<file path="src/rtl/serial_adder.sv">
// ----------------------------------------------------------------------------
// serial_adder
//
// Multi-cycle adder/subtractor. It processes two WIDTH-bit operands DIGIT
// bits per clock through a narrow adder slice, keeping the carry in a
// register between cycles. After STEPS = WIDTH/DIGIT cycles it returns the
// sum, the carry-out and the signed overflow.
//
// Optional feature macro: SERIAL_ADDER_SAT_EN
//   When this macro is defined and a completion reports overflow, sum loads
//   the signed saturation value instead of the wrapped result. cout and
//   overflow are reported unchanged.
//
// Parameters:
//   WIDTH     operand/result width in bits (>= 2)
//   DIGIT     bits processed per cycle (WIDTH must be a multiple of DIGIT)
//
// Ports:
//   clk       rising-edge clock
//   rst       asynchronous active-high reset
//   start     request; sampled only while busy = 0
//   a, b      operands; sampled on acceptance
//   cin       carry-in; sampled on acceptance, ignored when sub = 1
//   sub       0: a + b + cin, 1: a - b; sampled on acceptance
//   busy      operation in progress
//   done      one-cycle pulse when the results update
//   sum       result; held until the next completion
//   cout      carry out of the MSB (for sub = 1, 1 means no borrow)
//   overflow  signed overflow (carry into MSB xor carry out of MSB)
// ----------------------------------------------------------------------------
module serial_adder #(
    parameter int WIDTH = 8,
    parameter int DIGIT = 1
) (
    input  logic             clk,
    input  logic             rst,
    input  logic             start,
    input  logic [WIDTH-1:0] a,
    input  logic [WIDTH-1:0] b,
    input  logic             cin,
    input  logic             sub,
    output logic             busy,
    output logic             done,
    output logic [WIDTH-1:0] sum,
    output logic             cout,
    output logic             overflow
);

    localparam int STEPS = WIDTH / DIGIT;
    localparam int CW    = (STEPS > 1) ? $clog2(STEPS) : 1;
    localparam logic [CW-1:0] LAST = CW'(STEPS - 1);

    // Reject illegal parameter combinations at elaboration time.
    if (WIDTH < 2) begin : g_bad_width
        $error("serial_adder: WIDTH must be >= 2");
    end
    if (DIGIT < 1 || DIGIT > WIDTH) begin : g_bad_digit_range
        $error("serial_adder: DIGIT must be in 1..WIDTH");
    end else if (WIDTH % DIGIT != 0) begin : g_bad_digit_div
        $error("serial_adder: WIDTH must be a multiple of DIGIT");
    end

    typedef enum logic {IDLE, RUN} state_t;

    state_t           state, state_next;
    logic [WIDTH-1:0] a_sr, b_sr;
    logic             carry;
    logic [CW-1:0]    cnt;
    logic             last;
    logic [DIGIT:0]   digit_sum;
    logic [WIDTH-1:0] res_next;
    logic [WIDTH-1:0] final_sum;
    logic             msb_carry_in;
    logic             ov_next;

    // ------------------------------------------------------------------
    // Adder slice: the lowest DIGIT bits of both shift registers + carry.
    // ------------------------------------------------------------------
    assign digit_sum = {1'b0, a_sr[DIGIT-1:0]} + {1'b0, b_sr[DIGIT-1:0]}
                     + {{DIGIT{1'b0}}, carry};
    assign last      = (cnt == LAST);

    // On the final step the slice holds the operand MSBs, so the carry into
    // the MSB is recovered from its sum bit: c_in = a ^ b ^ s. b_sr already
    // holds the inverted operand for subtraction, which is what the adder saw.
    assign msb_carry_in = a_sr[DIGIT-1] ^ b_sr[DIGIT-1] ^ digit_sum[DIGIT-1];
    assign ov_next      = msb_carry_in ^ digit_sum[DIGIT];

    // Result shift register: new digits enter at the MSB end, so after STEPS
    // shifts the first digit has reached bit 0. Only the WIDTH-DIGIT bits
    // that must survive into later steps are stored.
    if (DIGIT == WIDTH) begin : g_single_step
        assign res_next = digit_sum[DIGIT-1:0];
    end else begin : g_multi_step
        logic [WIDTH-DIGIT-1:0] res_sr;

        assign res_next = {digit_sum[DIGIT-1:0], res_sr};

        always_ff @(posedge clk or posedge rst) begin
            if (rst) begin
                res_sr <= '0;
            end else if (state == RUN) begin
                res_sr <= res_next[WIDTH-1:DIGIT];
            end
        end
    end

`ifdef SERIAL_ADDER_SAT_EN
    // Positive overflow is only possible with A non-negative, negative
    // overflow only with A negative, so A's MSB selects the clamp value.
    assign final_sum = !ov_next       ? res_next :
                       a_sr[DIGIT-1]  ? {1'b1, {(WIDTH-1){1'b0}}} :
                                        {1'b0, {(WIDTH-1){1'b1}}};
`else
    assign final_sum = res_next;
`endif

    // ------------------------------------------------------------------
    // Control FSM
    // ------------------------------------------------------------------
    always_ff @(posedge clk or posedge rst) begin
        if (rst) begin
            state <= IDLE;
        end else begin
            // NOTE: non-blocking assignments in clocked blocks so every register
            // samples pre-edge values, independent of process ordering.
            state <= state_next;
        end
    end

    always_comb begin
        // NOTE: default first so every path assigns state_next; no latch.
        state_next = state;
        unique case (state)
            IDLE:    if (start) state_next = RUN;
            RUN:     if (last)  state_next = IDLE;
            default: state_next = IDLE;
        endcase
    end

    assign busy = (state == RUN);

    // ------------------------------------------------------------------
    // Datapath registers
    // ------------------------------------------------------------------
    always_ff @(posedge clk or posedge rst) begin
        if (rst) begin
            a_sr     <= '0;
            b_sr     <= '0;
            carry    <= 1'b0;
            cnt      <= '0;
            done     <= 1'b0;
            sum      <= '0;
            cout     <= 1'b0;
            overflow <= 1'b0;
        end else begin
            done <= 1'b0;
            unique case (state)
                IDLE: begin
                    if (start) begin
                        a_sr  <= a;
                        b_sr  <= sub ? ~b : b;
                        carry <= sub | cin;   // subtraction forces the +1
                        cnt   <= '0;
                    end
                end
                RUN: begin
                    a_sr  <= a_sr >> DIGIT;
                    b_sr  <= b_sr >> DIGIT;
                    carry <= digit_sum[DIGIT];
                    cnt   <= cnt + 1'b1;
                    if (last) begin
                        sum      <= final_sum;
                        cout     <= digit_sum[DIGIT];
                        overflow <= ov_next;
                        done     <= 1'b1;
                    end
                end
                default: ;
            endcase
        end
    end

endmodule
</file>
<file path="config.mk">
export PLATFORM = sky130hd
export DESIGN_NAME = serial_adder
export DESIGN_NICKNAME = d
export VERILOG_FILES = /design/src/rtl/serial_adder.sv
export SDC_FILE = /design/constraint.sdc
export NUM_CORES = 1
export LEC_CHECK = 0
export CORE_MARGIN = 1.5
export CORE_UTILIZATION = 25
export DETAILED_ROUTE_END_ITERATION = 6
export GPL_ROUTABILITY_DRIVEN = 0
export PLACE_DENSITY_LB_ADDON = 0.08
export SYNTH_ARGS = -nofsm -noshare
export SYNTH_HDL_FRONTEND = slang
export SYNTH_SLANG_ARGS = --single-unit
</file>
<file path="constraint.sdc">
create_clock -name clk -period 2.58 [get_ports clk]
set_input_delay 0.258 -clock clk [delete_from_list [all_inputs] [get_ports clk]]
set_output_delay 0.258 -clock clk [all_outputs]
set_load 0.1 [all_outputs]
</file>
==> summary.md <==
| Metric | Value |
|---|---|
| Slew margin rel. | `65.9%` |
| Initial antenna violation count | `0` |
| Combinational power share | `between 40% and 50%` |
| RSZ-0062 raised after global routing | `no` |
| Row count | `30` |
| WP buf/inv | `2` |
| Synth-to-layout area growth | `28.4%` |
| Mapped Nets | `about 160` |
| Post-Route Skew | `a little under 0.005 ns` |
| Cell at the slowest stage of the critical path | `buf_4` |
| Post-CTS setup buffer count | `0` |
| Initial DRC Count | `35` |
| Skew-Pair Late Insertion Delay | `about 0.29 ns` |
| Post-Syn Area | `1780 um^2` |
| Crit end category | `output port` |
| Final worst path period need | `1.60 ns` |
| Fin. max-slew vios | `0` |
| Die area | `7630 um^2` |
| Power Internal | `~1.7 mW` |
| Root Buffer | `clkbuf_8` |
| Final ANT Viol Nets | `0` |
| CTS H-tree lvls | `2` |
| Unique masters post-synth | `21` |
| GR Overflow Total | `0` |
| I/O pin count | `33` |
| Reg clk slew, reported paths | `roughly 0.08 ns` |
| Crit-path cells | `buf_4 -> buf_12` |
| Avg Cell Area, Syn | `about 13 um^2` |
| Fmax | `roughly 0.63 GHz` |
| Crit path launch type | `flip-flop` |
| Routed wire per std cell | `roughly 12 um` |
| Initial Util | `a little over a quarter` |
| Clock share of power | `roughly 18%` |
| Setup-violating endpoint count in the final report | `0` |
| Share of cells above drive strength 1 | `23.0%` |
| CP Data Required Time | `roughly 2.3 ns` |
| PwrDens | `approximately 1300 nW/um^2` |
| Cts hold-fix bufs | `0` |
| Cell count after synthesis | `140` |
| Overall routing resource usage | `9.43%` |
| Final worst-path cycle share | `between 60% and 70%` |
| Area of the core | `6830 um^2` |
| Final TNS setup | `0 ns` |
| Router iterations before antenna repair | `4` |
| Arr. time, crit path | `about 1.3 ns` |
| Pin count of the biggest net entering global routing | `46` |
| CTS tree | `done` |
| I/O Buffers | `32` |
| Diode count | `0` |
| Worst path top cell family by delay | `buffers and inverters` |
| Sw Share | `43.5%` |
| Fin util | `33.4%` |
| Vias in the first global route | `roughly 1.2k` |
| Most common cell after layout, fill and taps aside | `dfrtp_1` |
| Num CTS Buffers | `5` |
| Psw | `between 1 and 1.5 mW` |
| Via Count | `1110` |
| Measured slew at the worst slew-check pin | `roughly 0.51 ns` |
| Die X | `around 87 um` |
| Peak supply drop | `approximately 0.0004 V` |
| CP Class | `flip-flop to output port` |
| Crit-path max cell delay | `about 0.42 ns` |
| DR DRC count | `0` |
| First-pass GRT wire length | `5.46 mm` |
| CTS resizes | `0` |
| Die Y-Extent | `approximately 87 um` |
| DR vias/cell | `a little over 4` |
| Routed wire length | `between 3 and 4 mm` |
| Leak | `1.09 nW` |
| Max-cap violations | `0` |
| Hold Path Class | `input pin to async pin` |
| Bufs on Longest Clock Path | `2` |
| CTS Sinks | `39` |
| Detailed Place HPWL | `2.16 mm` |
| Status | `complete, no violations` |
| Fin nets | `roughly 200` |
| Sequential area share after synthesis | `54.9%` |
| Yosys reg bits | `39` |
| Worst Path Max Fanout | `45` |
| Yosys warnings | `0` |
| Sequential Power Share | `33.9%` |
| Most frequent cells in the layout | `dfrtp_1, clkdlybuf4s50_1, mux2i_1, nand2_1, o21ai_0` |
| Hold Fails Final Rpt | `0` |
[synthesized netlist by cell type]
library cell | count | area [um^2]
nand2_1 | 17 | 63.8
clkbuf_1 | 1 | 3.75
buf_2 | 2 | 10.0
inv_1 | 3 | 11.3
mux2i_1 | 17 | 170
nand2_4 | 1 | 11.3
buf_6 | 3 | 33.8
a211oi_1 | 1 | 7.51
mux2_4 | 7 | 105
dfrtp_1 | 39 | 976
a22o_1 | 2 | 17.5
fa_1 | 1 | 20.0
mux2_2 | 9 | 101
nor2_1 | 4 | 15.0
nor3_1 | 1 | 5.00
ha_1 | 2 | 25.0
o21ai_0 | 15 | 75.1
o31ai_1 | 1 | 7.51
xor2_1 | 7 | 61.3
buf_4 | 3 | 22.5
xnor2_1 | 4 | 35.0
[final cells by class]
| class | count | area (um^2) |
|---|---|---|
| clock buffers | 6 | 82.6 |
| clock inverters | 2 | 35.0 |
| fillers | 709 | 4550 |
| inverters | 3 | 11.3 |
| multi-input cells | 89 | 721 |
| flip-flops and latches | 39 | 976 |
| well taps | 96 | 120 |
| repair buffers | 35 | 338 |
[worst min-delay path, cell delays in order]
cell             delay, ns
clkdlybuf4s50_1       0.39
inv_1                 0.05
buf_4                 0.43
[kinds of logic (layout without fill, tap and decap cells)]
family / Yosys count / in the layout / synth area share, %
compound gates: 19 / 19 / 6.05
xor+xnor: 11 / 11 / 5.42
fa+ha+maj: 3 / 3 / 2.53
buf+inv: 12 / 46 / 4.57
flops: 39 / 39 / 54.9
mux: 33 / 33 / 21.2
simple gates: 23 / 23 / 5.35
[registers in the layout, indices dropped and copies added, names as in the netlist]
signal / flops
busy: 1
cout: 1
b_sr: 8
g_multi_step.res_sr: 7
sum: 8
a_sr: 8
cnt: 3
done: 1
carry: 1
overflow: 1
[per-stage QoR]
| step | hold WS [ns] | setup WS (ns) | power (mW) | instance area (um^2) | instances |
|---|---|---|---|---|---|
| 2_1_floorplan | 0.414 | 0.825 | 2.23 | 1780 | 140 |
| 3_3_place_gp | 0.460 | 0.921 | 2.51 | 2170 | 262 |
| 3_5_place_dp | 0.476 | 0.869 | 2.53 | 2170 | 262 |
| 4_1_cts | 0.422 | 0.959 | 3.07 | 2280 | 270 |
| 5_1_grt | 0.443 | 0.894 | 3.21 | 2280 | 270 |
| 6_report | 0.402 | 0.984 | 3.02 | 2280 | 270 |
[power groups by stage]
stage	Sequential, mW	Clock (mW)	Combinational, mW
2_1_floorplan	1.57	0	0.660
3_3_place_gp	1.03	0	1.48
3_5_place_dp	1.04	0	1.49
4_1_cts	1.03	0.548	1.49
5_1_grt	1.06	0.587	1.56
6_report	1.02	0.528	1.47
[routing by layer]
metal	part of all wire [%]	global-route usage, %	vias to the layer above
met4	0.98	3.03	0
met2	48	15.2	23
li1	-	-	541
met3	4.4	3.51	4
met5	0	0	-
met1	47	11.6	542
[final timing paths]
check                               startpoint                   end  slack (ns)  cells after the start
max                             busy$_DFF_PP0_                  busy        0.98                      2
max in group asynchronous                  rst      cout$_DFFE_PP0P_        1.83                      3
max reg2reg                a_sr[0]$_DFFE_PP0P_  overflow$_DFFE_PP0P_        1.06                      4
min in group clk           b_sr[5]$_DFFE_PP0P_   b_sr[4]$_DFFE_PP0P_        0.49                      2
min                                        rst   b_sr[2]$_DFFE_PP0P_        0.40                      3
min reg2reg                b_sr[5]$_DFFE_PP0P_   b_sr[4]$_DFFE_PP0P_        0.49                      2
Note: power is estimated with default switching activity, not from simulation.
